## src/rtl/cpu_core.sv

```systemverilog
// Parametrised multi-cycle core: fetch over a valid/ready handshake, execute in one cycle,
// then stop in HALT until reset. The register file and pc are always visible.
module cpu_core #(
    parameter int unsigned XLEN  = 8,
    parameter int unsigned NREGS = 4,
    parameter int unsigned PC_W  = 4
) (
    input  logic            clk,
    input  logic            reset,
    output logic            imem_req,
    output logic [PC_W-1:0] imem_addr,
    input  logic            imem_ready,
    input  logic [15:0]     imem_rdata,
    output logic [PC_W-1:0] pc,
    output logic [XLEN-1:0] regs [0:NREGS-1],
    output logic            retire,
    output logic            halted
);
    localparam int unsigned RIDX_W = (NREGS > 1) ? $clog2(NREGS) : 1;

    typedef enum logic [1:0] {
        S_FETCH,
        S_EXEC,
        S_HALT
    } state_t;

    state_t            r_state;
    state_t            w_next_state;
    logic [PC_W-1:0]   r_pc;
    logic [PC_W-1:0]   w_pc_next;
    logic [PC_W-1:0]   w_pc_inc;
    logic [15:0]       r_ir;
    logic [XLEN-1:0]   r_regs [0:NREGS-1];
    logic [3:0]        w_op;
    logic [RIDX_W-1:0] w_rd;
    logic [RIDX_W-1:0] w_rs1;
    logic [RIDX_W-1:0] w_rs2;
    logic [XLEN-1:0]   w_a;
    logic [XLEN-1:0]   w_b;
    logic [XLEN-1:0]   w_wr_data;
    logic              w_wr_en;

    // Register fields keep only the low index bits; the upper bits are ignored.
    assign w_op     = r_ir[15:12];
    assign w_rd     = RIDX_W'(r_ir[11:8]);
    assign w_rs1    = RIDX_W'(r_ir[7:4]);
    assign w_rs2    = RIDX_W'(r_ir[3:0]);
    assign w_a      = r_regs[w_rs1];
    assign w_b      = r_regs[w_rs2];
    assign w_pc_inc = r_pc + PC_W'(1);

    assign pc        = r_pc;
    assign imem_addr = r_pc;
    assign regs      = r_regs;

    always_comb begin
        w_next_state = r_state;
        w_pc_next    = r_pc;
        w_wr_en      = 1'b0;
        w_wr_data    = '0;
        imem_req     = 1'b0;
        retire       = 1'b0;
        halted       = 1'b0;
        unique case (r_state)
            S_FETCH: begin
                imem_req = ~reset;
                if (imem_ready) begin
                    w_next_state = S_EXEC;
                end
            end
            S_EXEC: begin
                retire       = 1'b1;
                w_pc_next    = w_pc_inc;
                w_next_state = S_FETCH;
                case (w_op)
                    4'h0: begin
                        w_wr_en   = 1'b1;
                        w_wr_data = w_a + w_b;
                    end
                    4'h1: begin
                        w_wr_en   = 1'b1;
                        w_wr_data = w_a + XLEN'(r_ir[3:0]);
                    end
                    4'h2: begin
                        w_wr_en   = 1'b1;
                        w_wr_data = w_a - w_b;
                    end
                    4'h3: begin
                        w_wr_en   = 1'b1;
                        w_wr_data = XLEN'(r_ir[7:0]);
                    end
                    4'h4: begin
                        if (w_a != r_regs[0]) begin
                            w_pc_next = PC_W'(r_ir[3:0]);
                        end
                    end
                    4'h5: w_pc_next = PC_W'(r_ir[7:0]);
                    4'hF: begin
                        // pc stays on the HALT instruction
                        w_pc_next    = r_pc;
                        w_next_state = S_HALT;
                    end
                    default: ;
                endcase
            end
            S_HALT:  halted = 1'b1;
            default: w_next_state = S_FETCH;
        endcase
    end

    always_ff @(posedge clk or posedge reset) begin
        if (reset) begin
            r_state <= S_FETCH;
            r_pc    <= '0;
            r_ir    <= '0;
            r_regs  <= '{default: '0};
        end else begin
            r_state <= w_next_state;
            r_pc    <= w_pc_next;
            if (r_state == S_FETCH && imem_ready) begin
                r_ir <= imem_rdata;
            end
            if (w_wr_en) begin
                r_regs[w_rd] <= w_wr_data;
            end
        end
    end

endmodule

```

## config.mk

```make
export PLATFORM = sky130hd
export DESIGN_NAME = cpu_core
export DESIGN_NICKNAME = d
export VERILOG_FILES = /design/src/rtl/cpu_core.sv
export SDC_FILE = /design/constraint.sdc
export NUM_CORES = 1
export LEC_CHECK = 0
export CORE_UTILIZATION = 38
export CTS_BUF_LIST = sky130_fd_sc_hd__clkbuf_8
export DETAILED_ROUTE_END_ITERATION = 12
export PLACE_DENSITY = 0.67
export SLEW_MARGIN = 20
export SYNTH_ARGS = -nofsm -noshare
export SYNTH_HDL_FRONTEND = slang
export SYNTH_SLANG_ARGS = --single-unit
```

## constraint.sdc

```tcl
create_clock -name clk -period 4.8 [get_ports clk]
set_input_delay 0.72 -clock clk [delete_from_list [all_inputs] [get_ports clk]]
set_output_delay 0.72 -clock clk [all_outputs]
set_load 0.02 [all_outputs]
```

==> flow_summary.toml, run 1 <==
[place]
place_hpwl_microns = 6900
placed_area_sq_um = 4190
finalWeightedCongestion = 0.916
place.port_buffers = 59
pre_cts_slack_ns = 0.655

[logic_synthesis]
synth_area_leaders = "dfrtp_1, mux4_2, mux2_2"
synth_fp_nets = 387
synth-async-reset-ratio_pct = 100
ys_types = 57
ys_warn_count = 0
synth_edf_count = 0
ys_ff_latch = 52
postSynthCellCount = 355
syn_area_sq_um = 3530
synth_area_per_cell_sq_um = 9.95
seq_area_frac_synth_pct = 36.8
yosys-top-cells-count = "dfrtp_1, nand2_1, nor2_1"
synth_top_cell_area_share_pct = 36.8
synth_most_common_cell = "dfrtp_1"
synth_ff_type = "dfrtp_1"
synth_top_area_cell = "dfrtp_1"

[final_layout]
syn2layout_area_growth_pct = 21.1
layout.core_utilization_pct = 48.4
finalNetCount = 436
seqCellArea_sq_um = 1300
post-route-cell-area_sq_um = 4280
multi_input_area_sq_um = 2090
final_layout_size_suffix_gt1_share_pct = 13.6
diodes = 0
num-fill-cells = 844

[clocking]
h-tree-depth = 2
clock-sinks = 52
cts_resized = 0
numCtsBuffers = 5
root_buffer = "clkbuf_8"
postCtsSetupRepairBufs = 0
clock_latency_ns = 0.31
holdBufCountCts = 0
clk_pin_slew_ns = 0.10
cts_tree = "built"
clockBufferDepth = 2

[sta]
finalClockSkew_ns = 0.00773
tightest_slew_ns = 0.964
setup_viol = 0
timing.final.ws_setup_ns = 0.569
fin_crit_sh_pct = 88.1
fin_crit_ns = 4.23
finalHoldViolCount = 0
maxSlewViolCount = 0
tns_ns = 0
rsz0062_at_grt = "false"
clock.fmax_mhz = 236
slew-limit-headroom_pct = 34.7

[global_route]
grt_util_met1_pct = 27.0
use_met3_pct = 2.91
first_global_vias = 2867
grt.overflow.total = 0
grt_usage_pct = 19.9
grt_first_pass_wirelength_microns = 15100
grt_max_degree = 53
grt-busiest-layer = "met2"
grtUsageMet2_pct = 34.0
antenna_found_initial = 0

[pwr]
vdd_drop_max_mv = 0.295
power_density_nw_per_um2 = 702
p_total_mw = 3.00
power.leakage_nw = 1.71

[critical_path]
startpoint_type = "flop"
path_buf_inv = 2
worstPathArrival_ns = 4.43
path_class = "reg -> reg"
cp_cell_sequence = "mux4_1, inv_1, ha_1, a221o_1, inv_1, ha_1, nor2b_1, o21ai_0, a21oi_1, or4_1, o2111a_1, o21ai_2, o21ai_1"
critPathSlowestCell = "dfrtp_1"
path_max_fanout = 11
cpPeakStageDelay_ns = 0.78
crit_start = "r_ir[0]$_DFFE_PP0P_"
critPathCaptureType = "flop"
cp.required_ns = 5.00
cpLargestDelayFamily = "compound AO/OA/AOI/OAI gates"
r2r-start = "r_ir[0]$_DFFE_PP0P_"

[worst_hold_path]
min_path_type = "reg -> reg"
hp-start = "r_ir[6]$_DFFE_PP0P_"

[floorplanning]
die_y_microns = 98.4
initial_utilization_pct = 39.9
die_x_microns = 98.4
coreArea_sq_um = 8850
num_rows = 34
die-area_sq_um = 9690
ioPinCount = 62

[routing]
vias = 3041
drc = 0
routedWlPerCell_microns = 17.9
via_per_inst = 5.93
wl_microns = 9210
firstDrtPassIters = 7
antenna_left = 0
drtIter0Drc = 202

[run]
drv_cap = 0

[outcome]
status = "complete, no violations"
-- cells in the final DEF, fill, tap and decap left out, types with 2 or more instances in the layout --
cell type        netlist  layout
a211oi_1               2       2
a21o_1                 2       2
a21oi_1               19      19
a221oi_1               3       3
a22oi_1                2       2
a2bb2oi_1              2       2
a31oi_1                4       4
and3_1                 2       2
buf_4                  4       3
clkbuf_8               0       5
clkdlybuf4s50_1        0      59
clkinv_2               0       2
dfrtp_1               52      52
ha_1                  12      12
inv_1                 14      14
mux2_2                20      20
mux2i_1               10      10
mux4_1                 2       2
mux4_2                14      14
nand2_1               35      35
nand3_1                6       6
nand4_1                5       5
nor2_1                29      29
nor2b_1                3       3
nor3_1                10       9
nor4b_1                3       3
o21a_1                 2       2
o21ai_0               24      24
o21ai_1                4       4
o22a_1                 2       2
o31ai_1                3       3
or2_2                  2       2
or3_1                  5       5
or4b_2                 2       2
xnor2_1               10      10
xor2_1                 9       9
-- final cells by class --
class | instances | area share [%]
Sequential cell | 52 | 30.4
Inverter | 14 | 1.26
Multi-Input combinational cell | 269 | 48.8
Clock inverter | 3 | 0.409
Timing Repair Buffer | 62 | 14.3
Clock buffer | 5 | 1.61
Tap cell | 108 | 3.16
-- registers in the layout, summed over array words and instances (netlist names) --
| signal | count |
|---|---|
| r_ir | 14 |
| r_state | 2 |
| regs | 32 |
| imem_addr | 4 |
-- routing by layer --
metal / wire, microns / part of all wire (%)
met1: 4100 / 44
met2: 4570 / 50
met3: 444 / 4.8
met4: 94 / 1.0
met5: 0 / 0
-- final timing paths --
check                                        to  slack (ns)  cells past startpoint
max                        regs[31]$_DFFE_PP0P_        0.57                     13
min                         r_ir[6]$_DFFE_PP0P_        0.53                      1
max reg2reg                regs[31]$_DFFE_PP0P_        0.57                     13
min reg2reg                 r_ir[6]$_DFFE_PP0P_        0.53                      1
max in group asynchronous   regs[3]$_DFFE_PP0P_        3.34                      2
min in group asynchronous   r_ir[4]$_DFFE_PP0P_        0.92                      2
-- logic make-up after synthesis --
group | after synthesis | share of synthesized area [%]
buffers and inverters | 34 | 4.28
XOR/XNOR | 19 | 4.71
adder cells (fa/ha/maj) | 13 | 4.82
flip-flops | 52 | 36.8
multiplexers | 46 | 19.6
AO/OA/AOI/OAI | 81 | 14.7
AND/OR/NAND/NOR | 110 | 15.1
-- power breakdown --
group	switching, mW	internal, mW
clock	0.159	0.103
sequential	0.288	0.581
combinational	0.949	0.924
-- stage by stage --
stage | cells | hold WS, ns
after floorplan | 355 | 0.480
final | 513 | 0.533
after detailed placement | 505 | 0.507
after CTS | 513 | 0.532
after global routing | 513 | 0.547
after global placement | 505 | 0.497
Note: power is estimated with default switching activity, not from simulation.
==> run 2, diff against run 1 <==
Settings changed: CORE_MARGIN set to 3, SLEW_MARGIN 20 to 25.
==> flow_summary.toml, run 2 (synthesized netlist as in run 1, its figures left out) <==
[sta]
tns_ns = 0
clock.fmax_mhz = 239
fin_crit_sh_pct = 87.3
finalHoldViolCount = 0
tightest_slew_ns = 1.09
maxSlewViolCount = 0
slew-limit-headroom_pct = 27.0
timing.final.ws_setup_ns = 0.608
rsz0062_at_grt = "false"
fin_crit_ns = 4.19
finalClockSkew_ns = 0.00480
setup_viol = 0

[floorplanning]
die-area_sq_um = 10500
die_x_microns = 102
num_rows = 34
ioPinCount = 62
initial_utilization_pct = 39.7
coreArea_sq_um = 8890
die_y_microns = 102

[clocking]
cts_tree = "built"
clk_pin_slew_ns = 0.10
root_buffer = "clkbuf_8"
clock-sinks = 52
postCtsSetupRepairBufs = 0
clock_latency_ns = 0.31
clockBufferDepth = 2
cts_resized = 0
numCtsBuffers = 5
holdBufCountCts = 0
h-tree-depth = 2

[critical_path]
regToRegEndpoint = "regs[7]$_DFFE_PP0P_"
r2r-start = "r_ir[0]$_DFFE_PP0P_"
startpoint_type = "flop"
rr_worst_depth = 14
path_max_fanout = 6
r2r_slack_ns = 0.61
worstPathArrival_ns = 4.36
critPathCaptureType = "flop"
path_class = "reg -> reg"
cp.required_ns = 4.97

[routing]
routedWlPerCell_microns = 17.9
drtIter0Drc = 194
antenna_left = 0
vias = 2966
wl_microns = 9200
via_per_inst = 5.77
drc = 0
firstDrtPassIters = 4

[worst_hold_path]
whs_path_depth = 1
min_to = "r_ir[7]$_DFFE_PP0P_"
min_path_type = "reg -> reg"
hp-start = "r_ir[7]$_DFFE_PP0P_"

[final_layout]
num-fill-cells = 800
finalNetCount = 437
diodes = 0
syn2layout_area_growth_pct = 21.7
layout_common_cells = "clkdlybuf4s50_1, dfrtp_1, nand2_1"
largest_reg_flops = 32
seqCellArea_sq_um = 1300
final_layout_size_suffix_gt1_share_pct = 14.0
multi_input_area_sq_um = 2090
final_common_cell = "clkdlybuf4s50_1"
post-route-cell-area_sq_um = 4300
stdcell_count = 514

[global_route]
grt.overflow.total = 0
first_global_vias = 2916
grt_max_degree = 53
grt_first_pass_wirelength_microns = 14900
grt_usage_pct = 18.3
antenna_found_initial = 0

[pwr]
sw_frac_of_total_pct = 46.0
vdd_drop_max_mv = 0.325
p_clk_share_pct = 9.1
p_total_mw = 3.01
p_seq_share_pct = 28.7
p_switching_mw = 1.38
power.leakage_nw = 1.71
cell_internal_pwr_mw = 1.63
p_comb_share_pct = 62.2
power_density_nw_per_um2 = 700

[place]
post-place-cells = 506
place.port_buffers = 59
placed_area_sq_um = 4200
finalWeightedCongestion = 0.858
pre_cts_slack_ns = 0.654
place_hpwl_microns = 7070

[run]
drv_cap = 0

[outcome]
status = "complete, no violations"
[run 2: worst max-delay path, cell delays in order, from the launching register on]
cell and delay [ns]:
dfrtp_1 0.61, buf_4 0.25, mux4_1 0.67, inv_1 0.10, ha_1 0.22, a221o_1 0.36, inv_1 0.08, ha_1 0.21
nor2b_1 0.12, o21ai_0 0.26, a21oi_1 0.17, or4_1 0.49, o2111a_1 0.17, o21ai_2 0.26, o21ai_1 0.09
[run 2: final cells by class]
cell class,instances,share of cell area [%]
clock buffer,6,1.92
clock inverter,2,0.320
inverter,14,1.28
multi-input combinational,269,48.7
sequential,52,30.3
tap,108,3.14
timing repair buffer,63,14.4
[run 2: per-stage QoR]
stage,utilization (%),hold slack [ns]
floorplan,-,0.480
global placement,47.2,0.510
detailed placement,47.2,0.510
CTS,48.3,0.534
global route,48.4,0.556
finish,48.4,0.530
[run 2: power by group through the flow]
stage	combinational, mW	clock (mW)	sequential (mW)
2_1_floorplan	1.31	0	0.856
3_3_place_gp	1.82	0	0.858
3_5_place_dp	1.86	0	0.872
4_1_cts	1.86	0.279	0.863
5_1_grt	2.06	0.295	0.901
6_report	1.87	0.274	0.865
[run 2: metal layers]
layer  up-vias  wire, microns  GRT usage (%)
met1      1439           4190           25.6
met5         -              0              0
li1       1414              -              -
met4         0            161           5.15
met2        96           4400           29.5
met3        17            452           2.87
[run 2: how the worst max path moves through the flow]
stage	from	endpoint	slack [ns]
3_3_place_gp	r_ir[0]$_DFFE_PP0P_	regs[31]$_DFFE_PP0P_	0.73
4_1_cts	r_ir[0]$_DFFE_PP0P_	regs[7]$_DFFE_PP0P_	0.62
6_report	r_ir[0]$_DFFE_PP0P_	regs[7]$_DFFE_PP0P_	0.61
5_1_grt	r_ir[0]$_DFFE_PP0P_	regs[7]$_DFFE_PP0P_	0.36
2_1_floorplan	r_ir[0]$_DFFE_PP0P_	regs[15]$_DFFE_PP0P_	1.36
3_5_place_dp	r_ir[0]$_DFFE_PP0P_	regs[7]$_DFFE_PP0P_	0.65
==> run 3, diff against run 2 <==
Settings changed: SLEW_MARGIN 25 to 20.
==> flow_summary.toml, run 3 (synthesized netlist as in run 1, its figures left out) <==
[outcome]
status = "complete, no violations"

[final_layout]
final_layout_size_suffix_gt1_share_pct = 13.8
finalNetCount = 437
final_common_cell = "clkdlybuf4s50_1"
num-fill-cells = 784
layout_common_cells = "clkdlybuf4s50_1, dfrtp_1, nand2_1"
diodes = 0
largest_reg_flops = 32
syn2layout_area_growth_pct = 21.5
layout.core_utilization_pct = 48.3
stdcell_count = 514

[critical_path]
cpPeakStageDelay_ns = 0.66
worstPathArrival_ns = 4.32
cp.required_ns = 4.98
r2r-start = "r_ir[0]$_DFFE_PP0P_"
critPathSlowestCell = "mux4_1"
path_max_fanout = 6
crit_start = "r_ir[0]$_DFFE_PP0P_"
critPathCaptureType = "flop"
startpoint_type = "flop"
path_class = "reg -> reg"
cp_cell_sequence = "buf_4, mux4_1, inv_1, ha_1, a221o_1, inv_1, ha_1, nor2b_1, o21ai_0, a21oi_1, or4_1, o2111a_1, o21ai_2, o21ai_1"

[place]
pre_cts_slack_ns = 0.660
finalWeightedCongestion = 0.858
post-place-cells = 506
place_hpwl_microns = 7050
place.port_buffers = 59

[routing]
vias = 2970
firstDrtPassIters = 5
routedWlPerCell_microns = 17.6
via_per_inst = 5.78
antenna_left = 0
drtIter0Drc = 214
drc = 0
wl_microns = 9070

[clocking]
holdBufCountCts = 0
root_buffer = "clkbuf_8"
cts_tree = "built"
numCtsBuffers = 5
h-tree-depth = 2
clock_latency_ns = 0.32
clock-sinks = 52
clockBufferDepth = 2
postCtsSetupRepairBufs = 0
clk_pin_slew_ns = 0.11
cts_resized = 0

[sta]
clock.fmax_mhz = 241
setup_viol = 0
timing.final.ws_setup_ns = 0.656
slew-limit-headroom_pct = 29.1
finalClockSkew_ns = 0.0174
tns_ns = 0
rsz0062_at_grt = "false"
whs_ns = 0.544
fin_crit_ns = 4.14
tightest_slew_ns = 1.05
fin_crit_sh_pct = 86.3
maxSlewViolCount = 0
finalHoldViolCount = 0

[pwr]
p_seq_share_pct = 28.8
p_clk_share_pct = 9.0
vdd_drop_max_mv = 0.308
cell_internal_pwr_mw = 1.61
sw_frac_of_total_pct = 46.0
power.leakage_nw = 1.70
power_density_nw_per_um2 = 696
p_switching_mw = 1.38
p_comb_share_pct = 62.2

[floorplanning]
die_y_microns = 102
die_x_microns = 102
coreArea_sq_um = 8890
ioPinCount = 62
die-area_sq_um = 10500
num_rows = 34
initial_utilization_pct = 39.7

[global_route]
grt_first_pass_wirelength_microns = 14700
antenna_found_initial = 0
first_global_vias = 2849
grt_max_degree = 53
grt_usage_pct = 18.1
grt.overflow.total = 0

[worst_hold_path]
hp-start = "r_ir[7]$_DFFE_PP0P_"
min_path_type = "reg -> reg"

[run]
drv_cap = 0
## run 3: changes by cell type in the layout (fill, tap and decap cells not counted), sizes merged
cell | previous run | this run
clkinvlp | 0 | 2
clkbuf | 6 | 5
inv | 15 | 14
## run 3: path summary, 6_finish.rpt
path | end | slack [ns] | cells after the start
max in group asynchronous | regs[10]$_DFFE_PP0P_ | 3.36 | 2
setup reg to reg | regs[7]$_DFFE_PP0P_ | 0.66 | 14
hold reg to reg | r_ir[7]$_DFFE_PP0P_ | 0.54 | 1
setup / recovery | regs[7]$_DFFE_PP0P_ | 0.66 | 14
min in group asynchronous | r_state[0]$_DFFE_PP0P_ | 0.90 | 2
hold / removal | r_ir[7]$_DFFE_PP0P_ | 0.54 | 1
## run 3: critical path: cells and delay by family, from the launching register on
family	cells	cell delay, ns
AOI/OAI and AO/OA	6	1.29
muxes	1	0.66
DFF	1	0.58
adders and majority gates	2	0.44
buffers and inverters	3	0.43
and+or+nand+nor	2	0.61
## run 3: power by group through the flow
stage / combinational, mW / sequential [mW] / clock (mW)
3_5_place_dp: 1.86 / 0.871 / 0
6_report: 1.86 / 0.860 / 0.269
2_1_floorplan: 1.31 / 0.856 / 0
3_3_place_gp: 1.82 / 0.858 / 0
4_1_cts: 1.87 / 0.863 / 0.269
5_1_grt: 2.05 / 0.901 / 0.290
## run 3: metrics by stage
stage | instance area (sq um) | power, mW
2_1_floorplan | 3530 | 2.16
3_3_place_gp | 4200 | 2.68
3_5_place_dp | 4200 | 2.73
4_1_cts | 4290 | 3.00
5_1_grt | 4290 | 3.24
6_report | 4290 | 2.99
## run 3: area by class of cell
class | instances | area [sq um] | share of cell area [%]
clock buffer | 5 | 68.8 | 1.60
clock inverter | 3 | 26.3 | 0.612
inverter | 14 | 53.8 | 1.25
multi-input combinational | 269 | 2090 | 48.6
sequential | 52 | 1300 | 30.3
tap | 108 | 135 | 3.15
timing repair buffer | 63 | 621 | 14.5
## run 3: routing by layer
metal,up-vias,GRT usage (%),routed length (microns)
met2,92,28.9,4330
met1,1456,25.2,4040
met5,-,0,0
met3,13,3.55,563
li1,1409,-,-
met4,0,5.35,138
